==> config.mk <==
export PLATFORM = sky130hd
export DESIGN_NAME = result_array_decoder
export DESIGN_NICKNAME = d
export VERILOG_FILES = /design/src/rtl/result_array_decoder.sv
export SDC_FILE = /design/constraint.sdc
export NUM_CORES = 1
export LEC_CHECK = 0
export BUFFER_PORTS_ARGS = -buffer_cell sky130_fd_sc_hd__clkbuf_2
export CAP_MARGIN = 40
export CORE_MARGIN = 4
export CORE_UTILIZATION = 40
export DETAILED_ROUTE_END_ITERATION = 12
export GPL_ROUTABILITY_DRIVEN = 0
export GPL_TIMING_DRIVEN = 1
export PLACE_DENSITY_LB_ADDON = 0.3
export SYNTH_ARGS = -nofsm -noshare
export SYNTH_HDL_FRONTEND = slang
export SYNTH_SLANG_ARGS = --single-unit
==> constraint.sdc <==
create_clock -name clk -period 5.1 [get_ports clk]
set_input_delay 0.51 -clock clk [delete_from_list [all_inputs] [get_ports clk]]
set_output_delay 0.51 -clock clk [all_outputs]
set_load 0.01 [all_outputs]
==> src/rtl/result_array_decoder.sv <==
// rtl/result_array_decoder.sv - recovers data byte and op code from a 4-op processor result array.
// Optional macro STRICT_UNIQUE_EN: evaluate all four ops and flag ambiguous matches.
module result_array_decoder #(
  parameter int ERR_CNT_W = 8
) (
  input  logic                 clk,
  input  logic                 rst,
  input  logic [0:3][7:0]      array_in,
  input  logic                 array_valid,
  output logic                 array_ready,
  output logic [7:0]           data_out,
  output logic [1:0]           op_out,
  output logic                 decode_err,
  output logic                 ambiguous,
  output logic                 out_valid,
  input  logic                 out_ready,
  output logic [ERR_CNT_W-1:0] err_count
);

  typedef enum logic [1:0] {IDLE, CHECK, OUT} state_t;

  state_t          state;
  logic [0:3][7:0] r;
  logic [1:0]      idx;
  logic [7:0]      cand;
  logic [0:3][7:0] fwd;
  logic            match;
`ifdef STRICT_UNIQUE_EN
  logic            found;
`endif

  assign array_ready = (state == IDLE);

  // Invert the op selected by idx from element 0, then re-run the forward op to confirm.
  always_comb begin
    cand = 8'h00;
    fwd  = '0;
    case (idx)
      2'd0: begin
        cand = r[0] - 8'd1;
        fwd  = {cand + 8'd1, cand + 8'd2, cand + 8'd3, cand + 8'd4};
      end
      2'd1: begin
        cand = {1'b0, r[0][7:1]};
        fwd  = {cand << 1, cand << 2, cand << 3, cand << 4};
      end
      2'd2: begin
        cand = ~r[0];
        fwd  = {~cand, cand & 8'hF0, cand | 8'h0F, cand ^ 8'hFF};
      end
      default: begin
        cand = r[0];
        fwd  = {cand, {cand[6:0], 1'b0}, {1'b0, cand[7:1]}, cand % 8'd10};
      end
    endcase
    match = (fwd == r);
  end

  always_ff @(posedge clk or posedge rst) begin
    if (rst) begin
      state      <= IDLE;
      r          <= '0;
      idx        <= 2'd0;
      data_out   <= 8'h00;
      op_out     <= 2'd0;
      decode_err <= 1'b0;
      ambiguous  <= 1'b0;
      out_valid  <= 1'b0;
      err_count  <= '0;
`ifdef STRICT_UNIQUE_EN
      found      <= 1'b0;
`endif
    end else begin
      case (state)
        IDLE: begin
          if (array_valid) begin
            r          <= array_in;
            idx        <= 2'd0;
            data_out   <= 8'h00;
            op_out     <= 2'd0;
            decode_err <= 1'b0;
            ambiguous  <= 1'b0;
`ifdef STRICT_UNIQUE_EN
            found      <= 1'b0;
`endif
            state      <= CHECK;
          end
        end
        CHECK: begin
`ifdef STRICT_UNIQUE_EN
          if (match) begin
            if (!found) begin
              found    <= 1'b1;
              data_out <= cand;
              op_out   <= idx;
            end else begin
              ambiguous <= 1'b1;
            end
          end
          if (idx == 2'd3) begin
            if (!found && !match) decode_err <= 1'b1;
            out_valid <= 1'b1;
            state     <= OUT;
          end else begin
            idx <= idx + 2'd1;
          end
`else
          if (match) begin
            data_out  <= cand;
            op_out    <= idx;
            out_valid <= 1'b1;
            state     <= OUT;
          end else if (idx == 2'd3) begin
            data_out   <= 8'h00;
            op_out     <= 2'd0;
            decode_err <= 1'b1;
            out_valid  <= 1'b1;
            state      <= OUT;
          end else begin
            idx <= idx + 2'd1;
          end
`endif
        end
        OUT: begin
          if (out_ready) begin
            out_valid <= 1'b0;
            state     <= IDLE;
            if (decode_err && (err_count != {ERR_CNT_W{1'b1}}))
              err_count <= err_count + 1'b1;
          end
        end
        default: state <= IDLE;
      endcase
    end
  end

endmodule

After elaboration in Yosys (flattened, before gate mapping)
Cells that the tools add are included.

$add $sub $neg: 7. Divide/modulo/power cells: 1. Equality and inequality tests: 13. Muxes and demuxes: 25. Bitwise gates (word level): 2. Reductions and logical operators: 12.

Operators with widths (number): 32-bit case mux with 3 select lines (1); 32-bit == test (1); 8-bit two-way mux (3); 8-bit case mux with 3 select lines (1); 2-bit two-way mux (9); 8-bit by 1-bit adder with 8-bit output, second input constant (2); 8-bit by 2-bit adder with 8-bit output, second input constant (2); 8-bit inverter (2); 8-bit case mux with 2 select lines (1); 3-bit AND reduction (4); 2-bit inequality test, second input constant (5); 8-bit by 3-bit adder with 8-bit output, second input constant (1); 8-bit by 4-bit remainder unit with 8-bit output, second input constant (1); 8-bit inequality test, second input constant (1); 2-bit case mux with 2 select lines (2); 4-bit AND reduction (2); 8-bit by 1-bit subtractor with 8-bit output, second input constant (1); 2-bit == test, second input constant (3); 2-bit case mux with 3 select lines (1); 1-bit two-way mux (5); 2-bit by 1-bit == test with 1-bit output, second input constant (2); 2-bit logical NOT (2); 1-bit case mux with 2 select lines (2); 2-bit nonzero test (2); 4 further kinds (4).

Register bits: 56. Bits of input ports: 36. Output and inout bits: 22. Word-level logic and storage cells: 71.

Longest topological paths before layout
Word-level depth: 6. Gate-level depth with buffers: 19.

Worst setup path before layout
Ideal clock, no wire load.

Kind: flip-flop to flip-flop. From: register r[24] (netlist name). To: register idx[1]. Library setup time: 0.128 ns. Arrival: 4.072 ns. Setup slack: 0.901 ns. Cell stages (with the launch flop): 18. Buffers on the path: 3. Period minus slack after synthesis: 4.199 ns. Path through: dfrtp_1 -> clkbuf_1 -> inv_1 -> ha_1 -> buf_2 -> xnor2_1 -> inv_1 -> ha_1 -> clkbuf_1 -> xnor3_1 -> o21ai_0 -> nand4b_1 -> xnor2_1 -> or4b_1 -> nor4_2 -> nand4_1 -> o211ai_2 -> mux2_1.

Cells in the longest elaborated chain, start to end: 6.

Ends and longest elaborated chain: start, declared (line 23) `logic [0:3][7:0] r;`; start signal, assigned (line 77) `r <= array_in;`; branches (longest 3 deep; another with 8-bit by 4-bit remainder unit with 8-bit output); 32-bit == test * (line 56) `match = (fwd == r);`; 2-bit inequality test (no source line) *; 4-bit AND reduction (no source line) *; end signal, assigned (line 120) `idx <= idx + 2'd1;`; end, declared (line 24) `logic [1:0] idx;`.

Mark *: on every way between the ends. A chain may end at the register's enable or synchronous reset.

Final worst setup path
From: register r[26] (netlist name). To: register data_out[2].

Cells in the longest elaborated chain, start to end: 6.

Ends and longest elaborated chain: branches (longest 6 deep; another with 8-bit by 4-bit remainder unit with 8-bit output); end signal, assigned (line 109) `data_out <= cand;`; end, declared (line 11) `output logic [7:0] data_out,`.

Several ways; the timed one is not identified.

==> run metrics <==
Post-CTS Setup Inserts 0; # setup viols final 0; Post-CTS Hold Buffers 0; latest clock arrival within the worst-skew pair ~300 ps; Iter 0 DRT Violations 525; Setup TNS 0 ps; final WL between 15000 and 20000 microns; Layout Cells excl Fill roughly 900; arrival time at the worst endpoint 4550 ps; static leakage ~2.5 nW; Placed Area roughly 5600 sq um; hpwl dp 12020 microns; synth unique cells between 80 and 90; post-route cell area a little under 6000 sq um; clock share of power 0.079; nets between 700 and 800; fraction of registers with async set/reset 1.000; grt total ovfl 0; type of origin of the critical path register; period utilization 0.8591; Synth top area share 0.2718; First-pass DRT Iterations 8; Ant. Diodes 0; commonest non-fill, non-tap cells in the layout 136 x nand2_1, 56 x dfrtp_1, 56 x clkbuf_2; clk sink count 56; number of CTS-inserted buffers 5; Synth Net Count approximately 720; Tmin final between 4000 and 5000 ps; fmax roughly 230 MHz; Fin. Hold Viols 0; sequential fraction of the synthesis area 0.2718; kind of critical path reg2reg; Synth Cell Area between 5000 and 6000 sq um; initial antenna violation count 0; clk_skew 7.593 ps; die width approximately 120 microns; Std-Cell Rows slightly above 40; power density cells between 700 and 800 nW/um^2; CTS tree done; Flop pwr share 0.186; WL/cell 18.32 microns; relative slew slack 0.3307; commonest non-fill, non-tap cell in the layout nand2_1; worst IR drop on VDD 255.8 uV; Detail Route Antenna Nets 0; synthesis warning total 0; worst hold path class in2async; die area roughly 15000 sq um; final slew viol count 0; logic gate share of total power 0.735; # IOs 58; Sw Ratio 0.5446; largest net degree at the start of global routing 57; Max H-tree Level 2; first-pass GRT wire length approximately 26000 microns; Avg Synthesized Cell Area 7.637 sq um; fill count approximately 1300; number of synthesized flops with an enable pin 0; worst path required time 5270 ps; Core Box Area approximately 13000 sq um; CTS clk-pin slew, worst paths ~80 ps; port bufs 56; vias in the first global route ~5000; via-per-instance ratio just over 6; status finished clean; layout cells sized above 1 0.1624; Post-route DRC 0; die height between 100 and 150 microns; slew of the pin with the lowest slew margin 1004 ps; Area contributors post-synth dfrtp_1 27%, nand2_1 9.9%, o21ai_0 4.2%; area grow syn2layout 11.77%; Main synth FF type dfrtp_1; crit-path max FO 11; Overall Global Routing Usage 0.2235; Vias roughly 5300; dominant cell type by area after synthesis dfrtp_1; net switching power approximately 0.0024 W; Starting Density 0.4085; Crit. End Element register; Longest Clk Path Bufs 2; FF+latch count, synth 56; clk root buf clkbuf_16; RSZ-0062 raised after global routing no; total placed cells including tap cells roughly 870; max cap viols 0; internal power around 0.0020 W; synthesized instance count 675; Total Power approximately 0.0044 W; post_cts resized 0
[sequential cells by signal, indices dropped and copies added, names as in the netlist]
signal      count
decode_err      1
out_valid       1
op_out          2
data_out        8
err_count       8
r              32
idx             2
state           2
[critical path, cell delays in order (launching register included)]
cell      delay [ps]
dfrtp_1          370
or4_1            770
and2_1           260
inv_1             60
ha_1             330
xnor3_1          370
o21ai_0          160
nand4b_1         150
xnor2_1          150
or4b_1           510
nor4_2           330
and4_1           280
nand3_2          310
mux2i_1          210
[synth_stat cells, types with 4 or more instances]
library cell  count
nand2_1         136
dfrtp_1          56
o21ai_0          43
clkbuf_1         41
nor2_1           36
a21oi_1          22
nand2b_1         20
xnor2_1          20
inv_1            19
mux2i_1          19
nand3_1          18
nor3_1           18
nor2b_1          15
a211oi_1         12
ha_1             12
a31oi_1          11
o211ai_1          9
nand4_1           8
xor2_1            8
a221oi_1          7
a22o_1            6
a22oi_1           6
buf_1             6
a211o_1           5
buf_2             5
nor3b_1           5
nor4_1            5
or4_1             5
a21boi_0          4
and2_1            4
and3_1            4
o21a_1            4
[metrics by stage]
| stage | hold WS [ps] | setup slack [ps] | util |
|---|---|---|---|
| floorplan | 454.7 | 900.5 | - |
| global placement | 484.8 | 843.5 | 0.4428 |
| detailed placement | 493.9 | 768.7 | 0.4450 |
| CTS | 394.4 | 752.3 | 0.4566 |
| global route | 392.4 | 417.0 | 0.4566 |
| finish | 382.0 | 718.6 | 0.4566 |
[worst paths after layout]
kind / slack (ps) / from / cells past startpoint / end
worst max-delay path: 720 / r[26]$_DFFE_PP0P_ / 13 / data_out[2]$_DFFE_PP0P_
worst min-delay path: 380 / rst / 3 / r[22]$_DFFE_PP0P_
worst max register to register: 720 / r[26]$_DFFE_PP0P_ / 13 / data_out[2]$_DFFE_PP0P_
worst min register to register: 510 / r[2]$_DFFE_PP0P_ / 2 / r[2]$_DFFE_PP0P_
max in group asynchronous: 4250 / rst / 3 / r[13]$_DFFE_PP0P_
min in group clk: 390 / array_in[22] / 3 / r[22]$_DFFE_PP0P_
[kinds of logic after synthesis]
family | count (synthesis) | synth area share
adders and majority gates | 13 | 0.03107
and+or+nand+nor | 302 | 0.2922
other | 1 | 0.0007275
buffers and inverters | 75 | 0.06092
muxes | 24 | 0.04781
DFF | 56 | 0.2718
AOI/OAI and AO/OA | 174 | 0.2391
xor gates and xnor gates | 30 | 0.05631
[routing by layer]
layer / global-route usage / wire (microns) / vias to the layer above
met2: 0.3551 / 7300 / 291
met5: 0 / 0 / -
li1: - / - / 2475
met3: 0.03776 / 1343 / 60
met4: 0.1029 / 713 / 0
met1: 0.2973 / 6760 / 2522
[power by group through the flow]
stage	registers (W)	logic, W	clock network [W]
5_1_grt	0.000854	0.00354	0.000379
2_1_floorplan	0.000722	0.00238	0
6_report	0.000822	0.00325	0.000349
4_1_cts	0.000819	0.00317	0.000357
3_5_place_dp	0.000827	0.00314	0
3_3_place_gp	0.000812	0.00309	0
[layout make-up]
class | count | area (sq um) | area share
repair buffers | 81 | 488.0 | 0.08469
inverters | 19 | 71.32 | 0.01238
multi-input cells | 544 | 3440 | 0.5970
flip-flops and latches | 56 | 1401 | 0.2432
clock buffers | 5 | 125.1 | 0.02172
well taps | 172 | 215.2 | 0.03735
clock inverters | 3 | 21.27 | 0.003692
Note: power is estimated with default switching activity, not from simulation.
